<file path="src/rtl/motor_pwm_multi.sv">
// rtl/motor_pwm_multi.sv - multi-channel soft-start motor PWM with shared period counter and 7-seg readout
module motor_pwm_multi #(
    parameter int CHANNELS     = 2,
    parameter int PERIOD       = 1000,
    parameter int SPEED_MAX    = 10,
    parameter int SPEED_W      = 4,
    parameter int RAMP_PERIODS = 4
) (
    input  logic                                          clock,
    input  logic                                          reset,
    input  logic                                          enable,
    input  logic [CHANNELS*SPEED_W-1:0]                   speed,
    input  logic [(CHANNELS > 1 ? $clog2(CHANNELS) : 1)-1:0] disp_sel,
    output logic [CHANNELS-1:0]                           pwm_out,
    output logic [CHANNELS-1:0]                           at_target,
    output logic                                          period_start,
    output logic [6:0]                                    seven_segment
);

    localparam int CW   = $clog2(PERIOD);
    localparam int DW   = $clog2(PERIOD + 1);
    localparam int RW   = (RAMP_PERIODS > 1) ? $clog2(RAMP_PERIODS) : 1;
    localparam int STEP = PERIOD / SPEED_MAX;
    localparam logic [6:0] SEG_DASH = 7'b0111111;
    localparam logic [6:0] SEG_ZERO = 7'b1000000;

    logic                enable_q;
    logic [CW-1:0]       counter, counter_n;
    logic [RW-1:0]       ramp_cnt, ramp_n;
    logic [SPEED_W-1:0]  cur_speed [CHANNELS];
    logic [SPEED_W-1:0]  cur_n     [CHANNELS];
    logic [SPEED_W-1:0]  tgt       [CHANNELS];
    logic [DW-1:0]       duty      [CHANNELS];
    logic [DW-1:0]       duty_n    [CHANNELS];
    logic [CHANNELS-1:0] pwm_n, at_n;
    logic                period_start_n;
    logic [6:0]          seg_n;
    logic                boundary, ramp_step;

    function automatic logic [6:0] seg_of(input logic [SPEED_W-1:0] v);
        logic [6:0] s;
        if (int'(v) > 15) begin
            s = SEG_DASH;
        end else begin
            case (4'(v))
                4'h0:    s = 7'b1000000;
                4'h1:    s = 7'b1111001;
                4'h2:    s = 7'b0100100;
                4'h3:    s = 7'b0110000;
                4'h4:    s = 7'b0011001;
                4'h5:    s = 7'b0010010;
                4'h6:    s = 7'b0000010;
                4'h7:    s = 7'b1111000;
                4'h8:    s = 7'b0000000;
                4'h9:    s = 7'b0010000;
                4'hA:    s = 7'b0001000;
                4'hB:    s = 7'b0000011;
                4'hC:    s = 7'b1000110;
                4'hD:    s = 7'b0100001;
                4'hE:    s = 7'b0000110;
                default: s = 7'b0001110;
            endcase
        end
        return s;
    endfunction

    always_comb begin
        counter_n = '0;
        ramp_n    = '0;
        boundary  = 1'b0;
        ramp_step = 1'b0;
        // The first enabled cycle holds counter at 0 so period_start fires on (re)start.
        if (enable && enable_q) begin
            if (counter == CW'(PERIOD - 1)) begin
                boundary = 1'b1;
            end else begin
                counter_n = counter + CW'(1);
            end
        end
        if (boundary) begin
            if (ramp_cnt == RW'(RAMP_PERIODS - 1)) begin
                ramp_step = 1'b1;
            end else begin
                ramp_n = ramp_cnt + RW'(1);
            end
        end else if (enable) begin
            ramp_n = ramp_cnt;
        end

        for (int i = 0; i < CHANNELS; i++) begin
            tgt[i] = speed[i*SPEED_W +: SPEED_W];
            if (int'(tgt[i]) > SPEED_MAX) tgt[i] = SPEED_W'(SPEED_MAX);
            cur_n[i]  = '0;
            duty_n[i] = '0;
            if (enable) begin
                cur_n[i]  = cur_speed[i];
                duty_n[i] = duty[i];
                if (boundary) begin
                    if (ramp_step) begin
                        if (cur_speed[i] < tgt[i]) cur_n[i] = cur_speed[i] + SPEED_W'(1);
                        else if (cur_speed[i] > tgt[i]) cur_n[i] = cur_speed[i] - SPEED_W'(1);
                    end
                    duty_n[i] = DW'(cur_n[i]) * DW'(STEP);
                end
            end
            pwm_n[i] = enable && (DW'(counter_n) < duty_n[i]);
            at_n[i]  = (cur_n[i] == tgt[i]);
        end

        period_start_n = enable && (counter_n == '0);
        if (int'(disp_sel) >= CHANNELS) seg_n = SEG_DASH;
        else                            seg_n = seg_of(cur_n[disp_sel]);
    end

    always_ff @(posedge clock) begin
        if (!reset) begin
            enable_q      <= 1'b0;
            counter       <= '0;
            ramp_cnt      <= '0;
            pwm_out       <= '0;
            at_target     <= '0;
            period_start  <= 1'b0;
            seven_segment <= SEG_ZERO;
            for (int i = 0; i < CHANNELS; i++) begin
                cur_speed[i] <= '0;
                duty[i]      <= '0;
            end
        end else begin
            enable_q      <= enable;
            counter       <= counter_n;
            ramp_cnt      <= ramp_n;
            pwm_out       <= pwm_n;
            at_target     <= at_n;
            period_start  <= period_start_n;
            seven_segment <= seg_n;
            for (int i = 0; i < CHANNELS; i++) begin
                cur_speed[i] <= cur_n[i];
                duty[i]      <= duty_n[i];
            end
        end
    end

endmodule

</file>
<file path="config.mk">
export PLATFORM = sky130hd
export DESIGN_NAME = motor_pwm_multi
export DESIGN_NICKNAME = d
export VERILOG_FILES = /design/src/rtl/motor_pwm_multi.sv
export SDC_FILE = /design/constraint.sdc
export NUM_CORES = 1
export LEC_CHECK = 0
export CORE_UTILIZATION = 50
export DETAILED_ROUTE_END_ITERATION = 8
export GPL_TIMING_DRIVEN = 0
export PLACE_DENSITY = 0.78
export SLEW_MARGIN = 40
export SYNTH_ARGS = -nofsm -noshare
export SYNTH_HDL_FRONTEND = slang
export SYNTH_SLANG_ARGS = --single-unit
</file>
<file path="constraint.sdc">
create_clock -name clock -period 5.5 [get_ports clock]
set_input_delay 1.1 -clock clock [delete_from_list [all_inputs] [get_ports clock]]
set_output_delay 1.1 -clock clock [all_outputs]
set_load 0.005 [all_outputs]
</file>
==> flow_summary_export.csv, run 1 <==
group,metric,value,unit
status,outcome,"finished, final reports clean",
place,port_buffers,21,
yosys,postSynthCellCount,419,
pwr,power_density,157.4,mW/mm^2
yosys,netlist.area_leader.share,29.15,%
die,dieHeight,87.32,um
setup_path,reg2reg_from,"counter[0]",
yosys,async_reset_ff_share,0,%
detailed_routing,drc_errors,0,
die,io_pins,24,
global_route,track_usage,22.92,%
die,coreArea,0.006907,sq mm
die,die-area,0.007625,sq mm
die,start_util,52.70,%
setup_path,crit_required,5750,ps
pwr,ir_worst_vdd,0.1394,mV
detailed_routing,routed_wl,8171,um
place,dpl.hpwl,6132,um
hold_path,hp-class,"flip-flop to flip-flop",
pwr,finalPower,0.6611,mW
detailed_routing,vias,3166,
yosys,synth-seq-cells,53,
finish,fillerInstances,613,
global_route,grt_max_degree,17,
clocking,cts_buffer_depth,2,
finish,layout-drive-gt1-share,10.24,%
finish,diodes,0,
sta,period_share,95.51,%
yosys,synth.distinct_cells,65,
sta,fin_skew,4.435,ps
detailed_routing,drtAntennaViolNets,0,
place,place.gp.congestion,0.8964,
detailed_routing,drt_iter0_drc,178,
global_route,grt_pass1_wl,13830,um
sta,fin_crit,5253,ps
yosys,ys_seq_area_share,29.15,%
sta,setup-violations-final,0,
yosys,synth_area,0.003640,sq mm
finish,fin_util,60.80,%
yosys,synth_edf_count,0,
global_route,grt_pass1_vias,2963,
global_route,grt_overflow,0,
hold_path,min-delay-start,"duty[0][11]",
clocking,cts_root_buf,"clkbuf_8",
finish,stdcell_area,0.004199,sq mm
die,num_rows,30,
yosys,yosysWarnings,0,
sta,fmax,190.4,MHz
finish,nNetsFinal,524,
global_route,antenna_found_initial,0,
sta,hold_viol,0,
clocking,cts_tree,"done",
setup_path,worstSetupStartpoint,"speed[7]",
clocking,h-tree-depth,2,
yosys,avgSynthCellArea,8.687,sq um
sta,max_slew_margin,57.99,%
sta,hold-worst-slack,451.5,ps
finish,area_growth,15.37,%
detailed_routing,drt-wirelength-per-cell,14.72,um
setup_path,rrSetupSlack,1150,ps
clocking,cts_sinks,53,
sta,final_max_slew_viol_count,0,
pwr,p_leak,1.856,nW
setup_path,critPathKind,"primary input to flip-flop",
setup_path,critical_path_arrival,5500,ps
clocking,clk_latency,310,ps
detailed_routing,first_pass_iters,5,
clocking,cts_inserted_buffers,5,
job,drv_cap,0,
yosys,yosysTopAreaCell,"dfxtp_1",
die,die_w,87.32,um
setup_path,start_kind,"primary input",
yosys,synth_nets,485,
place,placed_cell_area,0.003970,sq mm
setup_path,crit_fanout,5,
yosys,synth_flop_cell,"dfxtp_1",
yosys,synth.area.top_cells,"dfxtp_1 (29%), ha_1 (18%), nor2_1 (4.4%), xnor2_1 (3.6%), nand2_1 (3.5%)",
clocking,clkTransAtPathRegs,90,ps
sta,tightest_slew,612.6,ps
setup_path,endpoint_kind,"flip-flop",
detailed_routing,viasPerCell,5.705,
clocking,hold_buffers,0,
-- critical path, cell delays in order --
cell             delay [ps]
clkdlybuf4s50_1         550
a21oi_1                 100
ha_1                    290
nor2b_1                 160
o211ai_1                240
nand2_1                 150
o311ai_4                410
inv_1                   120
ha_1                    310
ha_1                    220
fa_1                    370
xor2_1                  150
a22oi_1                 220
ha_1                    300
a21o_1                  190
a2111oi_1               390
o31a_1                  210
-- worst paths after layout --
check | depth (start not counted) | to
setup / recovery | 17 | pwm_out[1]
setup reg to reg | 16 | pwm_out[1]
hold / removal | 2 | duty[0][11]
hold reg to reg | 2 | duty[0][11]
-- area by class of cell --
class | count | area, sq um | area share [%]
Sequential cell | 53 | 1061 | 25.27
Inverter | 20 | 75.07 | 1.788
Timing Repair Buffer | 32 | 292.8 | 6.973
Clock buffer | 6 | 72.57 | 1.728
Buffer | 16 | 101.3 | 2.414
Multi-Input combinational cell | 330 | 2461 | 58.61
Clock inverter | 2 | 15.01 | 0.3576
Tap cell | 96 | 120.1 | 2.861
-- power breakdown --
group          internal, mW  switching (mW)
Combinational        0.0229          0.0326
Sequential            0.385        0.000824
Clock                0.0900           0.130
-- flip-flops by register name, indices dropped and copies added (netlist names) --
| name | count |
|---|---|
| cur_speed | 8 |
| seven_segment | 7 |
| enable_q | 1 |
| at_target | 2 |
| period_start | 1 |
| duty | 20 |
| pwm_out | 2 |
| ramp_cnt | 2 |
| counter | 10 |
-- metal layers --
layer  wire length (um)  global-route usage [%]  part of all wire [%]  vias up
li1                   -                       -                     -     1572
met1               3896                   31.02                    48     1504
met2               3856                   38.14                    47       80
met3                319                   3.412                   3.9       10
met4                 99                   5.812                   1.2        0
met5                  0                       0                     0        -
-- placed cells by master (no fill, tap or decap), drive strengths merged, types with 10 or more instances in the layout --
master	count
dfxtp	53
ha	52
nor2	44
nand2	34
clkdlybuf4s50	21
inv	20
a21oi	20
nor3	19
nand3	17
buf	17
clkbuf	16
xnor2	15
o21ai	15
a22oi	13
xor2	10
-- stage by stage --
| step | instances | setup slack (ps) | TNS, ps |
|---|---|---|---|
| after CTS | 544 | 15.89 | 0 |
| after detailed placement | 536 | -366.8 | -604.0 |
| after floorplan | 419 | 783.6 | 0 |
| after global routing | 555 | -7.460 | -7.460 |
| after global placement | 536 | -233.3 | -460.4 |
| final | 555 | 246.9 | 0 |
-- cells in the mapped netlist (all sizes together), types with 13 or more instances --
library cell	n
ha	52
a22oi	13
o21ai	15
nor3	19
dfxtp	53
a21oi	20
inv	20
xnor2	15
nand3	17
nor2	44
nand2	34
-- cells by family (layout without fill, tap and decap cells) --
| logic type | count (synthesis) | count (layout) | synth area share (%) |
|---|---|---|---|
| xor gates and xnor gates | 25 | 25 | 6.222 |
| buffers and inverters | 36 | 76 | 4.847 |
| and+or+nand+nor | 152 | 152 | 20.69 |
| DFF | 53 | 53 | 29.15 |
| AOI/OAI and AO/OA | 92 | 92 | 18.12 |
| adders and majority gates | 54 | 54 | 18.98 |
| muxes | 7 | 7 | 1.994 |
-- timing repair --
| action | CTS | global route |
|---|---|---|
| pin swaps | 0 | 3 |
| endpoints found under the hold margin | 0 | 0 |
| setup buffers | 0 | 11 |
| gates resized for setup | 1 | 7 |
| setup endpoints to repair | 1 | 2 |
| cloned | 0 | 0 |
Power figures use the tool's default switching activity.
==> run 2: changes to the inputs <==
--- a/config.mk
+++ b/config.mk
@@ -6,6 +6,7 @@
 export NUM_CORES = 1
 export LEC_CHECK = 0
 export CORE_UTILIZATION = 50
+export CTS_CLUSTER_SIZE = 14
 export DETAILED_ROUTE_END_ITERATION = 8
 export GPL_TIMING_DRIVEN = 0
 export PLACE_DENSITY = 0.78
==> results of run 2 <==
Same layout as run 1: the final DEF is identical, and so are final timing and power.
==> run 3: changes to the inputs <==
--- a/config.mk
+++ b/config.mk
@@ -5,12 +5,13 @@
 export SDC_FILE = /design/constraint.sdc
 export NUM_CORES = 1
 export LEC_CHECK = 0
-export CORE_UTILIZATION = 50
+export CORE_UTILIZATION = 55
 export CTS_CLUSTER_SIZE = 14
 export DETAILED_ROUTE_END_ITERATION = 8
 export GPL_TIMING_DRIVEN = 0
-export PLACE_DENSITY = 0.78
+export PLACE_DENSITY = 0.84
 export SLEW_MARGIN = 40
 export SYNTH_ARGS = -nofsm -noshare
 export SYNTH_HDL_FRONTEND = slang
 export SYNTH_SLANG_ARGS = --single-unit
+export TNS_END_PERCENT = 5
==> run 3 against run 2 <==
- sequential power hardly changed
- setup slack gained 40 ps
- highest routed layer unchanged
- utilization rose by 4.4 points
- largest power group unchanged
- critical path type unchanged
- final cell count decreased by 3.8%
- clock power rose by 28%
- count of clock-buffer cells in the layout did not move
- critical path depth is 3 higher
==> flow_summary_export.csv, run 3 (same netlist as run 1, synthesis figures left out) <==
group,metric,value,unit
status,outcome,"finished, final reports clean",
setup_path,crit_fanout,5,
setup_path,r2r_end,"pwm_out[1]",
sta,rsz0062_at_grt,"true",
detailed_routing,drt_iter0_drc,206,
pwr,ir_worst_vdd,0.1772,mV
setup_path,cp_top_family,"adder cells",
die,num_rows,29,
finish,area_growth,14.47,%
sta,setup_tns,0,ps
setup_path,crit_chain,"clkdlybuf4s50_1 > and2_1 > nor2_1 > ha_1 > nor2b_1 > o211ai_1 > nand2_1 > a2bb2oi_1 > o221ai_2 > inv_1 > ha_1 > ha_1 > fa_1 > xor2_1 > a22oi_1 > ha_1 > a21o_1 > a211oi_1 > nand2_1 > nor2_1",
finish,final_cells,534,
setup_path,reg2reg_from,"cur_speed[0][5]",
finish,final_common_cell,"dfxtp_1",
sta,hold_viol,0,
setup_path,max_stage_delay,530,ps
clocking,cts_buffer_depth,2,
die,coreArea,0.006386,sq mm
setup_path,timing.critical_path.buf_inv,2,
clocking,hold_buffers,0,
place,port_buffers,21,
detailed_routing,drtAntennaViolNets,0,
finish,nNetsFinal,522,
detailed_routing,drc_errors,0,
place,dpl_worst_slack,-453.4,ps
clocking,cts_tree,"done",
clocking,cts_inserted_buffers,5,
setup_path,critical_path_arrival,5470,ps
finish,diodes,0,
detailed_routing,drt-wirelength-per-cell,15.96,um
hold_path,hold_end,"duty[0][1]",
sta,fin_skew,10.32,ps
global_route,antenna_found_initial,0,
sta,period_share,94.78,%
die,dieHeight,83.35,um
clocking,clkTransAtPathRegs,90,ps
hold_path,hp-class,"flip-flop to flip-flop",
global_route,grt_overflow,0,
sta,tightest_slew,705.7,ps
detailed_routing,viasPerCell,5.918,
sta,final_max_slew_viol_count,0,
hold_path,holdPathStages,2,
setup_path,slowest_stage,"clkdlybuf4s50_1",
setup_path,endpoint_kind,"flip-flop",
pwr,p_leak,1.889,nW
sta,max_slew_margin,51.60,%
finish,largest_register_ff_count,20,
global_route,grt_max_degree,17,
finish,layout-drive-gt1-share,9.628,%
job,drv_cap,0,
die,io_pins,24,
setup_path,rrSetupSlack,1170,ps
clocking,cts_sinks,53,
finish,largest_registers,"duty (20), counter (10), cur_speed (8)",
clocking,cts_root_buf,"clkbuf_8",
global_route,track_usage,25.56,%
sta,setup-violations-final,0,
finish,layout_common_cells,"dfxtp_1 (53), ha_1 (52), nor2_1 (43), nand2_1 (34)",
setup_path,reg2reg_depth,15,
detailed_routing,first_pass_iters,4,
finish,top_register,"duty",
place,dpl.hpwl,6493,um
place,place_inst,517,
setup_path,start_kind,"primary input",
place,place.gp.congestion,0.8463,
detailed_routing,vias,3160,
setup_path,crit_required,5750,ps
global_route,grt_pass1_wl,14510,um
die,die_w,83.35,um
die,die-area,0.006947,sq mm
die,start_util,56.99,%
detailed_routing,routed_wl,8523,um
sta,fin_ws,287.3,ps
sta,fin_crit,5213,ps
clocking,h-tree-depth,2,
setup_path,critPathKind,"primary input to flip-flop",
sta,hold-worst-slack,460.5,ps
global_route,grt_pass1_vias,3191,
pwr,power_density,173.5,mW/mm^2
sta,fmax,191.8,MHz
hold_path,min-delay-start,"duty[0][1]",
setup_path,crit_top_cell,"ha_1",
clocking,clk_latency,320,ps
[run 3: repair_timing]
item / CTS / global route
setup buffers: 0 / 9
pin swaps: 0 / 2
setup endpoints to repair: 1 / 2
gates resized for setup: 1 / 5
[run 3: power breakdown]
part	internal (mW)	switching [mW]	leakage (nW)
sequential	0.385	0.000832	0.427
clock	0.148	0.134	0.0574
combinational	0.0224	0.0334	1.40
[run 3: final cells by class]
type                            count  area, sq um
Buffer                             16        101.3
Multi-Input combinational cell    330         2427
Inverter                           20        75.07
Timing Repair Buffer               30        285.3
Fill cell                         527         2220
Clock inverter                      2        37.54
Tap cell                           77        96.34
Clock buffer                        6        82.58
Sequential cell                    53         1061
[run 3: how the worst max path moves through the flow]
stage | from | to | slack [ps] | cells past startpoint
after floorplan | speed[7] | pwm_out[1] | 780 | 16
after global placement | speed[7] | pwm_out[1] | -230 | 17
after detailed placement | speed[7] | pwm_out[1] | -450 | 17
after CTS | speed[7] | pwm_out[1] | 70 | 17
after global routing | speed[2] | pwm_out[0] | -20 | 20
final | speed[2] | pwm_out[0] | 290 | 20
[run 3: per-stage QoR]
step	instance area, sq um	util (%)	power (mW)
floorplan	3640	-	0.4280
global placement	3946	61.79	0.4469
detailed placement	3946	61.79	0.4490
CTS	4076	63.83	0.7246
global route	4167	65.24	0.7446
finish	4167	65.24	0.7231
[run 3: worst min-delay path, cell delays in order (launching register included)]
cell and delay (ps):
dfxtp_1 310, nand2_1 70, nor2_1 40
[run 3: layer usage]
| layer | global-route usage, % | share of wire [%] |
|---|---|---|
| met2 | 44.04 | 51 |
| met3 | 3.678 | 3.6 |
| met5 | 0 | 0 |
| met1 | 31.20 | 44 |
| met4 | 12.23 | 1.9 |
